==> config.mk <==
export PLATFORM = sky130hd
export DESIGN_NAME = letc_core_limp_arb
export DESIGN_NICKNAME = d
export VERILOG_FILES = /design/src/rtl/letc_core_pkg.sv /design/src/rtl/letc_core_rr_pick.sv /design/src/rtl/letc_core_limp_arb.sv
export SDC_FILE = /design/constraint.sdc
export NUM_CORES = 1
export LEC_CHECK = 0
export ABC_AREA = 1
export CAP_MARGIN = 20
export CORE_AREA = 2 2 160 162
export DETAILED_ROUTE_END_ITERATION = 10
export DIE_AREA = 0 0 162 164
export PLACE_DENSITY = 0.44
export SETUP_SLACK_MARGIN = 0.5
export SLEW_MARGIN = 10
export SYNTH_ARGS = -nofsm -noshare
export SYNTH_HDL_FRONTEND = slang
export SYNTH_HIERARCHICAL = 1
export SYNTH_SLANG_ARGS = --single-unit
==> constraint.sdc <==
create_clock -name i_clk -period 1.4 [get_ports i_clk]
set_input_delay 0.21 -clock i_clk [delete_from_list [all_inputs] [get_ports i_clk]]
set_output_delay 0.21 -clock i_clk [all_outputs]
set_load 0.01 [all_outputs]
==> src/rtl/letc_core_pkg.sv <==
// Shared types for the LETC core LIMP arbiter: arbitration mode and FSM state.
package letc_core_pkg;

  typedef enum logic {
    ARB_FIXED = 1'b0,
    ARB_RR    = 1'b1
  } arb_mode_e;

  typedef enum logic {
    ST_IDLE = 1'b0,
    ST_BUSY = 1'b1
  } limp_state_e;

  function automatic arb_mode_e arb_mode(input int rr_en);
    return (rr_en != 0) ? ARB_RR : ARB_FIXED;
  endfunction

endpackage

==> src/rtl/letc_core_rr_pick.sv <==
// Combinational priority pick starting at i_ptr and wrapping NUM_CH-1 -> 0.
// With i_ptr held at 0 it degenerates to lowest-index-wins fixed priority.
module letc_core_rr_pick #(
  parameter int NUM_CH = 3
) (
  input  logic [NUM_CH-1:0]         i_req,
  input  logic [$clog2(NUM_CH)-1:0] i_ptr,
  output logic                      o_valid,
  output logic [$clog2(NUM_CH)-1:0] o_idx
);

  localparam int IW = $clog2(NUM_CH);

  logic [NUM_CH-1:0] rot;
  logic [IW:0]       sum;

  always_comb begin
    // bit i of rot is the request of channel (i_ptr + i) mod NUM_CH
    rot     = NUM_CH'({i_req, i_req} >> i_ptr);
    o_valid = 1'b0;
    o_idx   = '0;
    sum     = '0;
    for (int i = 0; i < NUM_CH; i++) begin
      if (!o_valid && rot[i]) begin
        o_valid = 1'b1;
        sum     = {1'b0, i_ptr} + (IW+1)'(i);
        if (sum >= (IW+1)'(NUM_CH)) sum = sum - (IW+1)'(NUM_CH);
        o_idx   = sum[IW-1:0];
      end
    end
  end

endmodule

==> src/rtl/letc_core_limp_arb.sv <==
// N-to-1 LIMP arbiter (round-robin or fixed priority) with grant locked until completion.
// Optional watchdog enabled by defining LETC_CORE_LIMP_ARB_WATCHDOG_EN.
module letc_core_limp_arb #(
  parameter int NUM_CH      = 3,
  parameter int AW          = 32,
  parameter int DW          = 32,
  parameter int RR_EN       = 1,
  parameter int TIMEOUT_CYC = 1024
) (
  input  logic                      i_clk,
  input  logic                      i_rst,
  input  logic [NUM_CH-1:0]         i_req_valid,
  output logic [NUM_CH-1:0]         o_req_ready,
  input  logic [NUM_CH-1:0]         i_req_wen,
  input  logic [NUM_CH*2-1:0]       i_req_size,
  input  logic [NUM_CH*AW-1:0]      i_req_addr,
  input  logic [NUM_CH*DW-1:0]      i_req_wdata,
  output logic [NUM_CH*DW-1:0]      o_req_rdata,
  output logic                      o_limp_valid,
  input  logic                      i_limp_ready,
  output logic                      o_limp_wen,
  output logic [1:0]                o_limp_size,
  output logic [AW-1:0]             o_limp_addr,
  output logic [DW-1:0]             o_limp_wdata,
  input  logic [DW-1:0]             i_limp_rdata,
  output logic [$clog2(NUM_CH)-1:0] o_grant_idx,
  output logic                      o_timeout,
  output logic                      o_dbg_state
);
  import letc_core_pkg::*;

  localparam int        IW   = $clog2(NUM_CH);
  localparam arb_mode_e MODE = arb_mode(RR_EN);

  if (NUM_CH < 2 || NUM_CH > 8 || TIMEOUT_CYC < 1) begin : g_bad_param
    $error("letc_core_limp_arb: NUM_CH must be 2..8 and TIMEOUT_CYC >= 1");
  end

  // Handshake: a requester raises i_req_valid and holds it with stable fields
  // until its o_req_ready pulse; o_limp_valid stays high until i_limp_ready
  // completes the transfer in that same cycle.
  limp_state_e   state_q, state_d;
  logic [IW-1:0] grant_q, grant_d;
  logic [IW-1:0] ptr_q, ptr_d;
  logic [IW-1:0] pick_ptr, pick_idx;
  logic          pick_valid;
  logic          done;
  logic          busy;

  assign pick_ptr = (MODE == ARB_RR) ? ptr_q : '0;

  letc_core_rr_pick #(.NUM_CH(NUM_CH)) u_pick (
    .i_req   (i_req_valid),
    .i_ptr   (pick_ptr),
    .o_valid (pick_valid),
    .o_idx   (pick_idx)
  );

  always_comb begin
    state_d = state_q;
    grant_d = grant_q;
    ptr_d   = ptr_q;
    done    = 1'b0;
    case (state_q)
      ST_IDLE: begin
        if (pick_valid) begin
          grant_d = pick_idx;
          state_d = ST_BUSY;
        end
      end
      ST_BUSY: begin
        if (i_limp_ready) begin
          done    = 1'b1;
          state_d = ST_IDLE;
          if (MODE == ARB_RR) begin
            ptr_d = (grant_q == IW'(NUM_CH - 1)) ? '0 : grant_q + IW'(1);
          end
        end
      end
      default: state_d = ST_IDLE;
    endcase
  end

  always_ff @(posedge i_clk or posedge i_rst) begin
    if (i_rst) begin
      state_q <= ST_IDLE;
      grant_q <= '0;
      ptr_q   <= '0;
    end else begin
      state_q <= state_d;
      grant_q <= grant_d;
      ptr_q   <= ptr_d;
    end
  end

  assign busy = (state_q == ST_BUSY);

  always_comb begin
    o_limp_valid = busy;
    o_limp_wen   = 1'b0;
    o_limp_size  = '0;
    o_limp_addr  = '0;
    o_limp_wdata = '0;
    o_req_ready  = '0;
    o_req_rdata  = '0;
    for (int c = 0; c < NUM_CH; c++) begin
      if (grant_q == IW'(c)) begin
        if (busy) begin
          o_limp_wen   = i_req_wen[c];
          o_limp_size  = i_req_size[c*2 +: 2];
          o_limp_addr  = i_req_addr[c*AW +: AW];
          o_limp_wdata = i_req_wdata[c*DW +: DW];
        end
        o_req_ready[c] = done;
        if (done) o_req_rdata[c*DW +: DW] = i_limp_rdata;
      end
    end
  end

  assign o_grant_idx = grant_q;
  assign o_dbg_state = state_q;

`ifdef LETC_CORE_LIMP_ARB_WATCHDOG_EN
  localparam int CW = $clog2(TIMEOUT_CYC + 1);

  logic [CW-1:0] wd_cnt_q, wd_cnt_d;
  logic          timeout_q, timeout_d;

  // Counter saturates at the limit so a very long stall cannot wrap it.
  always_comb begin
    wd_cnt_d  = wd_cnt_q;
    timeout_d = timeout_q;
    if (state_q == ST_IDLE) begin
      if (pick_valid) wd_cnt_d = '0;
    end else if (wd_cnt_q != CW'(TIMEOUT_CYC)) begin
      wd_cnt_d = wd_cnt_q + CW'(1);
    end
    if (busy && wd_cnt_d == CW'(TIMEOUT_CYC)) timeout_d = 1'b1;
  end

  always_ff @(posedge i_clk or posedge i_rst) begin
    if (i_rst) begin
      wd_cnt_q  <= '0;
      timeout_q <= 1'b0;
    end else begin
      wd_cnt_q  <= wd_cnt_d;
      timeout_q <= timeout_d;
    end
  end

  assign o_timeout = timeout_q;
`else
  assign o_timeout = 1'b0;
`endif

`ifndef SYNTHESIS
  a_hold_valid: assert property (@(posedge i_clk) disable iff (i_rst)
    busy |-> i_req_valid[grant_q]);
`endif

endmodule

-- Yosys cells after proc, flatten, opt, wreduce, memory -nomap -nowiden
Cells that the tools add are included.
- register bits after elaboration: 5
- input port bits: 239
- output and inout port bits: 171
- logic and storage cells: 69
- $add $sub $neg: 6
- magnitude comparators: 3
- bitwise logic cells: 1
- shift operators: 1
- eq/ne operators: 2
- reductions and logical operators: 7
- multiplexer cells: 46
- operators with widths (operator ; number):
    $mux W32 ; 16
    $mux W2 ; 13
    $mux W1 ; 16
    $ge A3 B2 Y1 const B ; 2
    $shr A6 B2 Y3 ; 1
    $sub A2 B2 Y2 const B ; 3
    $reduce_and A2 Y1 ; 2
    $add A2 B1 Y3 const B ; 1
    $add A2 B2 Y3 const B ; 1
    $add A2 B1 Y2 const B ; 1
    $eq A2 B1 Y1 const B ; 1
    $eq A2 B2 Y1 const B ; 1
    $ge A2 B2 Y1 const B ; 1
    $logic_and A1 B1 Y1 ; 2
    $logic_not A1 Y1 ; 2
    $logic_not A2 Y1 ; 1
    $pmux W1 S2 ; 1
    $not A1 Y1 ; 1

-- Depth between registers and ports, before layout
- depth after elaboration: 10
- depth in mapped cells: 11
- mapped depth without buffers: 11

-- Hierarchy
The synthesis kept the hierarchy.
- by module, submodules not included (module ; cells an instance ; area each (um2) ; times used ; seq. area each (um2)):
    letc_core_limp_arb ; 761 ; 3314.4 ; 1 ; 125.1
    letc_core_rr_pick ; 45 ; 259.0 ; 1 ; 0.0

-- Worst setup path after synthesis
OpenSTA, ideal clock, no wires.
- kind: register to output
- start point: register state_q, in the netlist o_dbg_state
- end point: output o_req_rdata[14]
- stages on the path, launching flop included: 6
- setup slack: -0.075 ns
- arrival: 1.265 ns
- data required time: 1.190 ns
- buffers on the path: 3
- cell sequence: dfrtp_1 -> buf_2 -> buf_2 -> nand3_1 -> buf_2 -> nor2_1
- cells in the longest elaborated chain, start to end: 3
- ends and longest elaborated chain (what ; RTL line ; RTL):
    start, declared ; letc_core_limp_arb.sv:42 ; limp_state_e state_q, state_d;
    start signal, assigned ; letc_core_limp_arb.sv:90 ; state_q <= state_d;
    $mux W1 ; letc_core_limp_arb.sv:64 ; case (state_q)
    $mux W32 ; letc_core_limp_arb.sv:115 ; if (done) o_req_rdata[c*DW +: DW] = i_limp_rdata;
    $mux W32 ; letc_core_limp_arb.sv:107 ; if (grant_q == IW'(c)) begin
    end, declared ; letc_core_limp_arb.sv:18 ; output logic [NUM_CH*DW-1:0] o_req_rdata,
Every way passes these cells.

-- Worst setup path after layout
- start point: register state_q, in the netlist o_dbg_state
- end point: output o_limp_wdata[31]
- cells in the longest elaborated chain, start to end: 6
- ends and longest elaborated chain (what ; RTL line ; RTL):
    $mux W32 ; letc_core_limp_arb.sv:108 ; if (busy) begin
    $mux W32 ; letc_core_limp_arb.sv:107 ;
    $mux W32 ; letc_core_limp_arb.sv:108 ;
    $mux W32 ; letc_core_limp_arb.sv:107 ;
    $mux W32 ; letc_core_limp_arb.sv:108 ;
    $mux W32 (*) ; letc_core_limp_arb.sv:107 ;
    end, declared ; letc_core_limp_arb.sv:24 ; output logic [DW-1:0] o_limp_wdata,
Mark *: on every way between the ends. The rest lies on a longest branch, timed or not.

==> results.py <==
metrics = {
    "route": {
        "drt_drc_violations_left": 0,
        "top_layer_used": "met4",
        "routed_wl_um": 29320,
        "dr_total_vias": 7182,
        "wl_met1_um": 11120,
        "avgViaCountPerCell": 4.237,
        "dr_wl_met2_um": 15490,
        "wl_per_cell_um": 17.30,
        "drtPass1Iterations": 4,
        "drt_iter0_markers": 254,
        "drtAntennaViolNets": 0,
        "met3_length_um": 2415,
    },
    "status": {
        "violations": "setup timing",
        "status": "complete, but fails checks",
    },
    "sta": {
        "fmax_ghz": 0.5230,
        "min_period_ns": 1.912,
        "rsz0062_at_grt": "yes",
        "finalHoldViolCount": 0,
        "whs_ns": 0.1966,
        "maxSlewViolCount": 0,
        "fin_skew_ns": 0.0008518,
        "setup_slack_ns": -0.5122,
        "period_share_pct": 136.6,
        "tns_ns": -62.31,
        "setup_viol": 172,
    },
    "setup_path": {
        "r2r-end": "o_grant_idx[0]$_DFFE_PP0P_",
        "cpPeakStageDelay_ns": 0.54,
        "crit_chain": "buf_12 > buf_16 > buf_12 > buf_16 > nand2_2 > inv_1 > nand2_1 > nand3_1 > buf_2",
        "r2r_cells": 8,
        "critical_path_buf_inv_count": 6,
        "cp.required_ns": 1.19,
        "crit_arrival_ns": 1.70,
        "critPathSlowestCell": "dfrtp_4",
        "cp_top_family": "buffers and inverters",
        "regToRegSetupSlack_ns": -0.03,
        "startpoint_type": "flop",
        "worstSetupEndpointType": "output pin",
        "worst-path-max-fanout": 7,
        "rr_startpoint": "o_dbg_state$_DFF_PP0_",
        "path_depth": 9,
        "path_class": "flop to output pin",
    },
    "clock_tree": {
        "cts.path.max_buffers": 2,
        "htree_levels": 1,
        "cts_root_buf": "clkbuf_16",
        "cts.sinks": 5,
        "clk_latency_ns": 0.23,
        "ctsHoldBuffers": 0,
        "cts_made_buffers": 3,
        "clkTransAtPathRegs_ns": 0.03,
        "tritoncts": "yes",
    },
    "grt": {
        "grt_overflow": 0,
        "grt_pass1_vias": 6996,
        "grt_first_pass_wirelength_um": 41900,
        "gr-usage-all-layers_pct": 20.27,
        "grt_max_degree": 22,
        "antenna_found_initial": 0,
    },
    "finish": {
        "final_cell_mix": "clkdlybuf4s50_1 (234), buf_6 (164), nand2_1 (134)",
        "drive_gt1_share_pct": 56.78,
        "nFillCells": 2392,
        "diodes": 0,
        "syn_to_final_growth_pct": 255.9,
        "fin_util_pct": 51.24,
        "final_cell_area_um2": 12720,
        "fin_nets": 1609,
        "final_common_cell": "clkdlybuf4s50_1",
    },
    "yosys": {
        "synthDistinctLibCells": 21,
        "yosysSeqAreaShare_pct": 3.501,
        "synth_nets": 1049,
        "syn-instance-count": 806,
        "netlist_area_um2": 3573,
        "ys_seq_elements": 5,
        "ys_warn_count": 6,
        "postSynthAreaPerCell_um2": 4.434,
    },
    "die": {
        "io_pins": 410,
        "die_w_um": 162,
        "initial_core_util_pct": 14.40,
        "die_y_um": 164,
        "fp.dieArea_um2": 26570,
        "core_um2": 24820,
        "row_count": 58,
    },
    "place": {
        "hpwl_um": 19280,
        "routabilityCongestion": 0.8126,
        "place_area_um2": 9494,
        "port_buffers": 408,
    },
    "worst_hold_path": {
        "worst_hold_path_type": "input pin to async pin",
    },
    "power_and_ir_drop": {
        "ir_worst_vdd_v": 0.0006693,
        "total_power_w": 0.02156,
        "leakagePower_nw": 6.690,
        "pwr_density_cell_nw_per_um2": 1695,
    },
    "flow_run": {
        "cap_violations": 0,
    },
}
sequential cells by signal, summed over array words and instances, names as in the netlist:
name,cells
o_grant_idx,2
pick_ptr,2
o_dbg_state,1
area by class of cell:
class | instances | area (um2) | share of cell area [%]
Sequential cell | 5 | 133.9 | 1.053
Timing Repair Buffer | 621 | 7168 | 56.37
Clock buffer | 4 | 78.83 | 0.6198
Multi-Input combinational cell | 556 | 4230 | 33.26
Inverter | 179 | 693.2 | 5.451
Tap cell | 330 | 412.9 | 3.247
power by group:
| group | total [W] | internal [W] | leakage [nW] | switching, W |
|---|---|---|---|---|
| combinational | 0.0207 | 0.0112 | 6.60 | 0.00943 |
| sequential | 0.000432 | 0.000232 | 0.0566 | 0.000199 |
| clock | 0.000470 | 0.000377 | 0.0382 | 0.0000924 |
| total | 0.0216 | 0.0118 | 6.69 | 0.00973 |
stage by stage:
step | cells | setup slack, ns
floorplan | 806 | 0.02069
global placement | 1576 | -0.8137
CTS | 1672 | -0.5144
global route | 1695 | -0.5707
finish | 1695 | -0.5122
detailed placement | 1576 | -0.7949
synth_stat cells:
cell type  count  share of area [%]
nand2_1      296                 31
inv_1        175                 18
nand3_1       81                 11
nand4_1       68                 12
nor2_1        65                6.8
nor3_1        32                4.5
clkbuf_1      29                3.0
buf_2         26                3.6
buf_1          7               0.74
dfrtp_1        5                3.5
buf_4          4               0.84
ha_1           4                1.4
inv_2          3               0.32
nand2_2        2               0.35
nand2_4        2               0.63
nor2_2         2               0.35
clkinv_2       1               0.14
conb_1         1               0.10
nand3_2        1               0.28
nand3_4        1               0.49
o21ai_0        1               0.14
repair_timing:
action,CTS,global route
cloned,32,4
pin swaps,72,81
endpoints found under the setup margin,175,175
setup buffers,60,19
resized for setup,894,381
cell families after synthesis:
kind of cell	share of synthesized area, %
AOI/OAI and AO/OA	0.1399
adders and majority gates	1.401
buffers and inverters	27.10
DFF	3.501
other	0.1049
and+or+nand+nor	67.75
layer usage:
| layer | global-route usage (%) | vias up |
|---|---|---|
| met5 | 0 | - |
| met4 | 2.373 | 0 |
| met3 | 4.747 | 18 |
| met2 | 38.59 | 304 |
| met1 | 23.63 | 3272 |
| li1 | - | 3588 |
worst max-delay path by stage:
stage	start	end
global placement	i_limp_ready	o_req_rdata[66]
finish	o_dbg_state$_DFF_PP0_	o_limp_wdata[31]
CTS	o_dbg_state$_DFF_PP0_	o_limp_wdata[31]
floorplan	o_grant_idx[0]$_DFFE_PP0P_	o_req_rdata[35]
global route	o_dbg_state$_DFF_PP0_	o_limp_wdata[31]
detailed placement	i_limp_ready	o_req_rdata[66]
Note: power is estimated with default switching activity, not from simulation.
